[config.mk]
export PLATFORM = sky130hd
export DESIGN_NAME = ahb_lite_regfile
export DESIGN_NICKNAME = d
export VERILOG_FILES = /design/src/rtl/ahb_lite_regfile.sv
export SDC_FILE = /design/constraint.sdc
export NUM_CORES = 1
export LEC_CHECK = 0
export BUFFER_PORTS_ARGS = -buffer_cell sky130_fd_sc_hd__buf_4
export CAP_MARGIN = 40
export CORE_ASPECT_RATIO = 1.2
export CORE_UTILIZATION = 60
export CTS_CLUSTER_DIAMETER = 50
export DETAILED_ROUTE_END_ITERATION = 16
export HOLD_SLACK_MARGIN = 0.15
export PLACE_DENSITY_LB_ADDON = 0.08
export SYNTH_ARGS = -nofsm -noshare
export SYNTH_HDL_FRONTEND = slang
export SYNTH_SLANG_ARGS = --single-unit
export TNS_END_PERCENT = 30
[constraint.sdc]
create_clock -name clock -period 2.4 [get_ports clock]
set_input_delay 0.36 -clock clock [delete_from_list [all_inputs] [get_ports clock]]
set_output_delay 0.36 -clock clock [all_outputs]
set_load 0.005 [all_outputs]
[src/rtl/ahb_lite_regfile.sv]
// AHB-Lite slave register file: DEPTH x DATA_WIDTH registers, optional
// wait states on OKAY transfers, two-cycle ERROR response for addresses
// outside the register range.
module ahb_lite_regfile #(
  parameter int ADDR_WIDTH  = 8,
  parameter int DATA_WIDTH  = 8,
  parameter int DEPTH       = 16,
  parameter int WAIT_STATES = 0
) (
  input  logic                  clock,
  input  logic                  reset_n,
  input  logic                  write,
  input  logic                  trans,
  input  logic [ADDR_WIDTH-1:0] addr,
  input  logic [DATA_WIDTH-1:0] wdata,
  output logic                  readyout,
  output logic [DATA_WIDTH-1:0] rdata,
  output logic                  resp
);
  localparam int IW = (DEPTH > 1) ? $clog2(DEPTH) : 1;
  // counter holds WAIT_STATES-1 down to 0
  localparam int CW = (WAIT_STATES > 1) ? $clog2(WAIT_STATES) : 1;
  localparam logic [CW-1:0] CNT_LOAD = CW'((WAIT_STATES > 0) ? WAIT_STATES - 1 : 0);

  typedef enum logic [2:0] {IDLE, WAIT, DATA, ERR1, ERR2} state_t;

  state_t                             state_q, state_d;
  logic                               write_q, write_d;
  logic                               range_q, range_d;
  logic [IW-1:0]                      idx_q, idx_d;
  logic [CW-1:0]                      cnt_q, cnt_d;
  logic [DEPTH-1:0][DATA_WIDTH-1:0]   regs_q, regs_d;
  logic                               in_range;
  logic                               accept;

  // Full-width compare: any bit above the index range makes it out of range
  assign in_range = ({1'b0, addr} < (ADDR_WIDTH + 1)'(DEPTH));

  // Next-state, register update and bus outputs
  always_comb begin
    state_d  = state_q;
    write_d  = write_q;
    range_d  = range_q;
    idx_d    = idx_q;
    cnt_d    = cnt_q;
    regs_d   = regs_q;
    readyout = 1'b1;
    resp     = 1'b0;
    rdata    = '0;
    accept   = 1'b0;

    case (state_q)
      IDLE: ;
      WAIT: begin
        readyout = 1'b0;
        if (cnt_q == '0) state_d = DATA;
        else             cnt_d   = cnt_q - 1'b1;
      end
      DATA: begin
        // write data is sampled on the edge that ends the data phase
        if (write_q && range_q) regs_d[idx_q] = wdata;
      end
      ERR1: begin
        readyout = 1'b0;
        resp     = 1'b1;
        state_d  = ERR2;
      end
      ERR2: resp = 1'b1;
      default: state_d = IDLE;
    endcase

    // Any state that ends with readyout=1 may accept the next address phase
    if (state_q == IDLE || state_q == DATA || state_q == ERR2) begin
      accept = trans & readyout;
      if (accept) begin
        write_d = write;
        range_d = in_range;
        idx_d   = addr[IW-1:0];
        cnt_d   = CNT_LOAD;
        if (!in_range)            state_d = ERR1;
        else if (WAIT_STATES > 0) state_d = WAIT;
        else                      state_d = DATA;
      end else begin
        state_d = IDLE;
      end
    end

    if ((state_q == WAIT || state_q == DATA) && !write_q && range_q)
      rdata = regs_q[idx_q];
  end

  // State and register file flops; reset aborts any transfer in flight
  always_ff @(posedge clock or negedge reset_n) begin
    if (!reset_n) begin
      state_q <= IDLE;
      write_q <= 1'b0;
      range_q <= 1'b0;
      idx_q   <= '0;
      cnt_q   <= '0;
      regs_q  <= '0;
    end else begin
      state_q <= state_d;
      write_q <= write_d;
      range_q <= range_d;
      idx_q   <= idx_d;
      cnt_q   <= cnt_d;
      regs_q  <= regs_d;
    end
  end
endmodule

==> impl_metrics.xml <==
<?xml version="1.0" encoding="UTF-8"?>
<metrics>
  <group name="routing">
    <metric name="drc" unit="">0</metric>
    <metric name="drt-total-wl" unit="um">14190</metric>
    <metric name="detailroute.wirelength.met3" unit="um">471</metric>
    <metric name="pre_repair_dr_iteration_count" unit="">4</metric>
    <metric name="via_count_of_the_routed_design" unit="">3890</metric>
    <metric name="wl_met1" unit="um">6316</metric>
    <metric name="detail_route.wl_per_cell" unit="um">22.10</metric>
    <metric name="detail_route.iter0.violations" unit="">191</metric>
    <metric name="drt-vias-per-instance" unit="">6.059</metric>
    <metric name="routed.top_layer" unit="">met4</metric>
    <metric name="drtAntennaViolNets" unit="">0</metric>
    <metric name="wl_met2" unit="um">7190</metric>
  </group>
  <group name="yosys">
    <metric name="netlist_top_cells_count" unit="">dfrtp_1 (138), mux2_2 (125), mux4_2 (25), clkbuf_1 (15), mux2i_1 (13)</metric>
    <metric name="cell_area_after_synthesis" unit="um2">6441</metric>
    <metric name="synth_top_cells_by_area" unit="">dfrtp_1 (54%), mux2_2 (22%), mux4_2 (8.7%), mux2i_1 (2.0%), mux2_4 (1.9%)</metric>
    <metric name="synth_most_common_cell" unit="">dfrtp_1</metric>
    <metric name="postSynth.asyncResetShare" unit="">1.000</metric>
    <metric name="synth.distinct_cells" unit="">42</metric>
    <metric name="synth_area_leader_cell" unit="">dfrtp_1</metric>
    <metric name="synth_enable_flop_cells" unit="">0</metric>
    <metric name="postSynthNetCount" unit="">444</metric>
    <metric name="synth.ff_latch_count" unit="">138</metric>
    <metric name="synth_area_per_cell" unit="um2">15.19</metric>
    <metric name="synth_warnings" unit="">0</metric>
    <metric name="synthDominantCellAreaShare" unit="">0.5361</metric>
    <metric name="synthesis.instances" unit="">424</metric>
    <metric name="synth_top_flop_cell" unit="">dfrtp_1</metric>
    <metric name="ys_seq_area_frac" unit="">0.5361</metric>
  </group>
  <group name="worst_setup_path">
    <metric name="cell_by_cell_trace_of_the_critical_path" unit="">buf_4, buf_4, mux4_2, o22ai_2, nor2_1, buf_4</metric>
    <metric name="crit_type" unit="">reg2out</metric>
    <metric name="critPathLaunchType" unit="">flop</metric>
    <metric name="crit_arrival" unit="ps">2140</metric>
    <metric name="cp_max_fo" unit="">8</metric>
    <metric name="crit_path_top_delay_cell" unit="">dfrtp_4</metric>
    <metric name="end_kind" unit="">output port</metric>
    <metric name="worstPathBufferInverterCount" unit="">3</metric>
    <metric name="cp_common_cell" unit="">buf_4</metric>
    <metric name="critical-path-max-stage-delay" unit="ps">520</metric>
    <metric name="crit_family" unit="">flip-flops</metric>
    <metric name="worst_path_required" unit="ps">2040</metric>
  </group>
  <group name="final_layout">
    <metric name="drive_gt1_frac" unit="">0.5770</metric>
    <metric name="instances_no_fill" unit="">642</metric>
    <metric name="design_area" unit="um2">7742</metric>
    <metric name="fin_nets" unit="">520</metric>
    <metric name="n_fill_cell" unit="">709</metric>
    <metric name="antennaDiodeCount" unit="">0</metric>
    <metric name="synthToLayoutAreaGrowth" unit="%">20.20</metric>
  </group>
  <group name="timing">
    <metric name="period_needed" unit="ps">2495</metric>
    <metric name="slew-limit-headroom" unit="">0.6633</metric>
    <metric name="finalHoldWorstSlack" unit="ps">159.3</metric>
    <metric name="setup_viol" unit="">8</metric>
    <metric name="upper_clock_frequency_limit" unit="MHz">400.8</metric>
    <metric name="final.setup.tns" unit="ps">-485.4</metric>
    <metric name="timing.final.max_slew_violations" unit="">0</metric>
    <metric name="post-route-period-util" unit="">1.040</metric>
    <metric name="skew" unit="ps">5.752</metric>
    <metric name="final.setup.worst_slack" unit="ps">-95.32</metric>
    <metric name="timing_worst_slew_pin_value" unit="ps">505.1</metric>
    <metric name="unrepaired_setup_endpoints_after_global_routing" unit="">true</metric>
    <metric name="final-hold-violation-count" unit="">0</metric>
  </group>
  <group name="global_route">
    <metric name="grt_pass1_vias" unit="">4152</metric>
    <metric name="grt_max_degree" unit="">55</metric>
    <metric name="track_usage" unit="">0.2874</metric>
    <metric name="global_route_wire_length_before_repair" unit="um">22900</metric>
    <metric name="grt-ovfl-total" unit="">0</metric>
    <metric name="antenna_found_initial" unit="">0</metric>
  </group>
  <group name="placed_design">
    <metric name="io_buffers" unit="">29</metric>
    <metric name="pre_cts_setup_slack" unit="ps">152.5</metric>
    <metric name="hpwl_after_detailed_placement" unit="um">9366</metric>
    <metric name="dp.cells" unit="">603</metric>
    <metric name="gp_routability_congestion" unit="">0.7502</metric>
    <metric name="dpl-instance-area" unit="um2">7072</metric>
  </group>
  <group name="outcome">
    <metric name="result_of_the_run" unit="">finished with violations</metric>
    <metric name="violations" unit="">setup timing</metric>
  </group>
  <group name="clocking">
    <metric name="cts_inserted_buffers" unit="">17</metric>
    <metric name="clk_path_buf_depth" unit="">2</metric>
    <metric name="clock_pin_slew_reported_for_the_worst_setup_and_hold_paths_after_clock_tree_synthesis" unit="ps">60</metric>
    <metric name="clock_latency" unit="ps">410</metric>
    <metric name="numClockSinks" unit="">138</metric>
    <metric name="clock_tree.root_cell" unit="">clkbuf_16</metric>
    <metric name="h-tree-depth" unit="">4</metric>
    <metric name="cts_tree" unit="">built</metric>
  </group>
  <group name="floorplanning">
    <metric name="io_pins" unit="">30</metric>
    <metric name="floorplan.die_area" unit="um2">11160</metric>
    <metric name="core_area" unit="um2">10470</metric>
    <metric name="die_width" unit="um">96.59</metric>
    <metric name="site_rows" unit="">41</metric>
    <metric name="die_h" unit="um">115.5</metric>
    <metric name="initial_utilization" unit="">0.6155</metric>
  </group>
  <group name="pwr">
    <metric name="ir_worst_vdd" unit="V">0.0005889</metric>
    <metric name="cellPowerDensity" unit="nW/um2">771.9</metric>
    <metric name="power.static_leakage" unit="nW">3.701</metric>
  </group>
  <group name="flow_run">
    <metric name="maxCapViolCount" unit="">0</metric>
  </group>
  <group name="worst_hold_path">
    <metric name="hold_path_class" unit="">in2reg</metric>
  </group>
</metrics>
[per-layer routing]
layer,vias to the layer above,global-route usage
met1,2034,0.3900
met5,-,0
met2,90,0.4592
met3,20,0.06562
met4,0,0.09706
li1,1746,-
[metrics by stage]
step,total power [mW],utilization
2_1_floorplan,3.247,-
3_3_place_gp,3.579,0.6758
3_5_place_dp,3.611,0.6758
4_1_cts,5.984,0.7352
5_1_grt,6.219,0.7398
6_report,5.976,0.7398
[path summary, 6_finish.rpt]
check,start,end,slack (ps),cells past startpoint
worst max-delay path,idx_q[0]$_DFFE_PN0P_,rdata[0],-100,6
worst min-delay path,addr[1],idx_q[1]$_DFFE_PN0P_,160,3
worst max register to register,idx_q[0]$_DFFE_PN0P_,regs_q[5]$_DFFE_PN0P_,160,6
worst min register to register,cnt_q$_DFF_PN0_,state_q[1]$_DFFE_PN0P_,490,1
max in group asynchronous,reset_n,regs_q[74]$_DFFE_PN0P_,1230,3
min in group asynchronous,reset_n,regs_q[70]$_DFFE_PN0P_,460,2
[worst register-to-register path: cells and delay by family (launching register included)]
family        cells  cell delay (ps)
simple gates      2              690
flops             1              560
buf+inv           3              540
mux               1              340
[sequential cells by signal, indices dropped and copies added, names as in the netlist]
signal and count:
cnt_q 1, idx_q 4, range_q 1, regs_q 128, state_q 3, write_q 1
[power by group]
group,internal [mW],total (mW),switching (mW)
clock,1.37,2.29,0.925
combinational,0.558,1.04,0.486
sequential,2.49,2.64,0.149
[area by class of cell]
| cell class | instances | area (um2) | area share |
|---|---|---|---|
| Clock buffer | 25 | 475.5 | 0.06141 |
| Clock inverter | 7 | 43.79 | 0.005656 |
| Inverter | 4 | 15.01 | 0.001939 |
| Multi-Input combinational cell | 256 | 2897 | 0.3741 |
| Sequential cell | 138 | 3461 | 0.4470 |
| Tap cell | 129 | 161.4 | 0.02085 |
| Timing Repair Buffer | 83 | 689.4 | 0.08904 |
[what timing repair did]
action / CTS / global route
pin swaps: 1 / 3
setup endpoints to repair: 8 / 8
gates cloned: 1 / 0
hold buffers: 1 / 0
hold endpoints to repair: 49 / 0
resized for setup: 11 / 9
setup buffers: 4 / 1
[cells by family after synthesis]
kind of cell    after synthesis  synth area share
mux                         172            0.3465
flops                       138            0.5361
simple gates                 55           0.06158
buf+inv                      30           0.02273
compound gates               28           0.03166
xor+xnor                      1          0.001360
[layout by cell type, fill, tap and decap left out, drive strengths merged]
cell type    netlist  routed
a211oi             1       1
a21o               1       1
a22o               1       1
a22oi              5       5
a31oi              1       1
and3b              1       1
and4bb             1       1
buf               11      82
clkbuf            15      25
clkinv             0       5
clkinvlp           0       2
dfrtp            138     138
dlygate4sd3        0       1
inv                4       4
mux2             134     134
mux2i             13      13
mux4              25      25
nand2              5       5
nand2b             4       4
nand3              2       2
nand3b             2       2
nand4bb            1       1
nor2              20      20
nor3               9       9
nor3b              2       2
nor4               3       3
o211ai             2       2
o21ai              5       5
o21bai             1       1
o22ai              5       5
o311ai             4       4
o32ai              2       2
or3                4       4
or4                1       1
xnor2              1       1
Power figures use the tool's default switching activity.
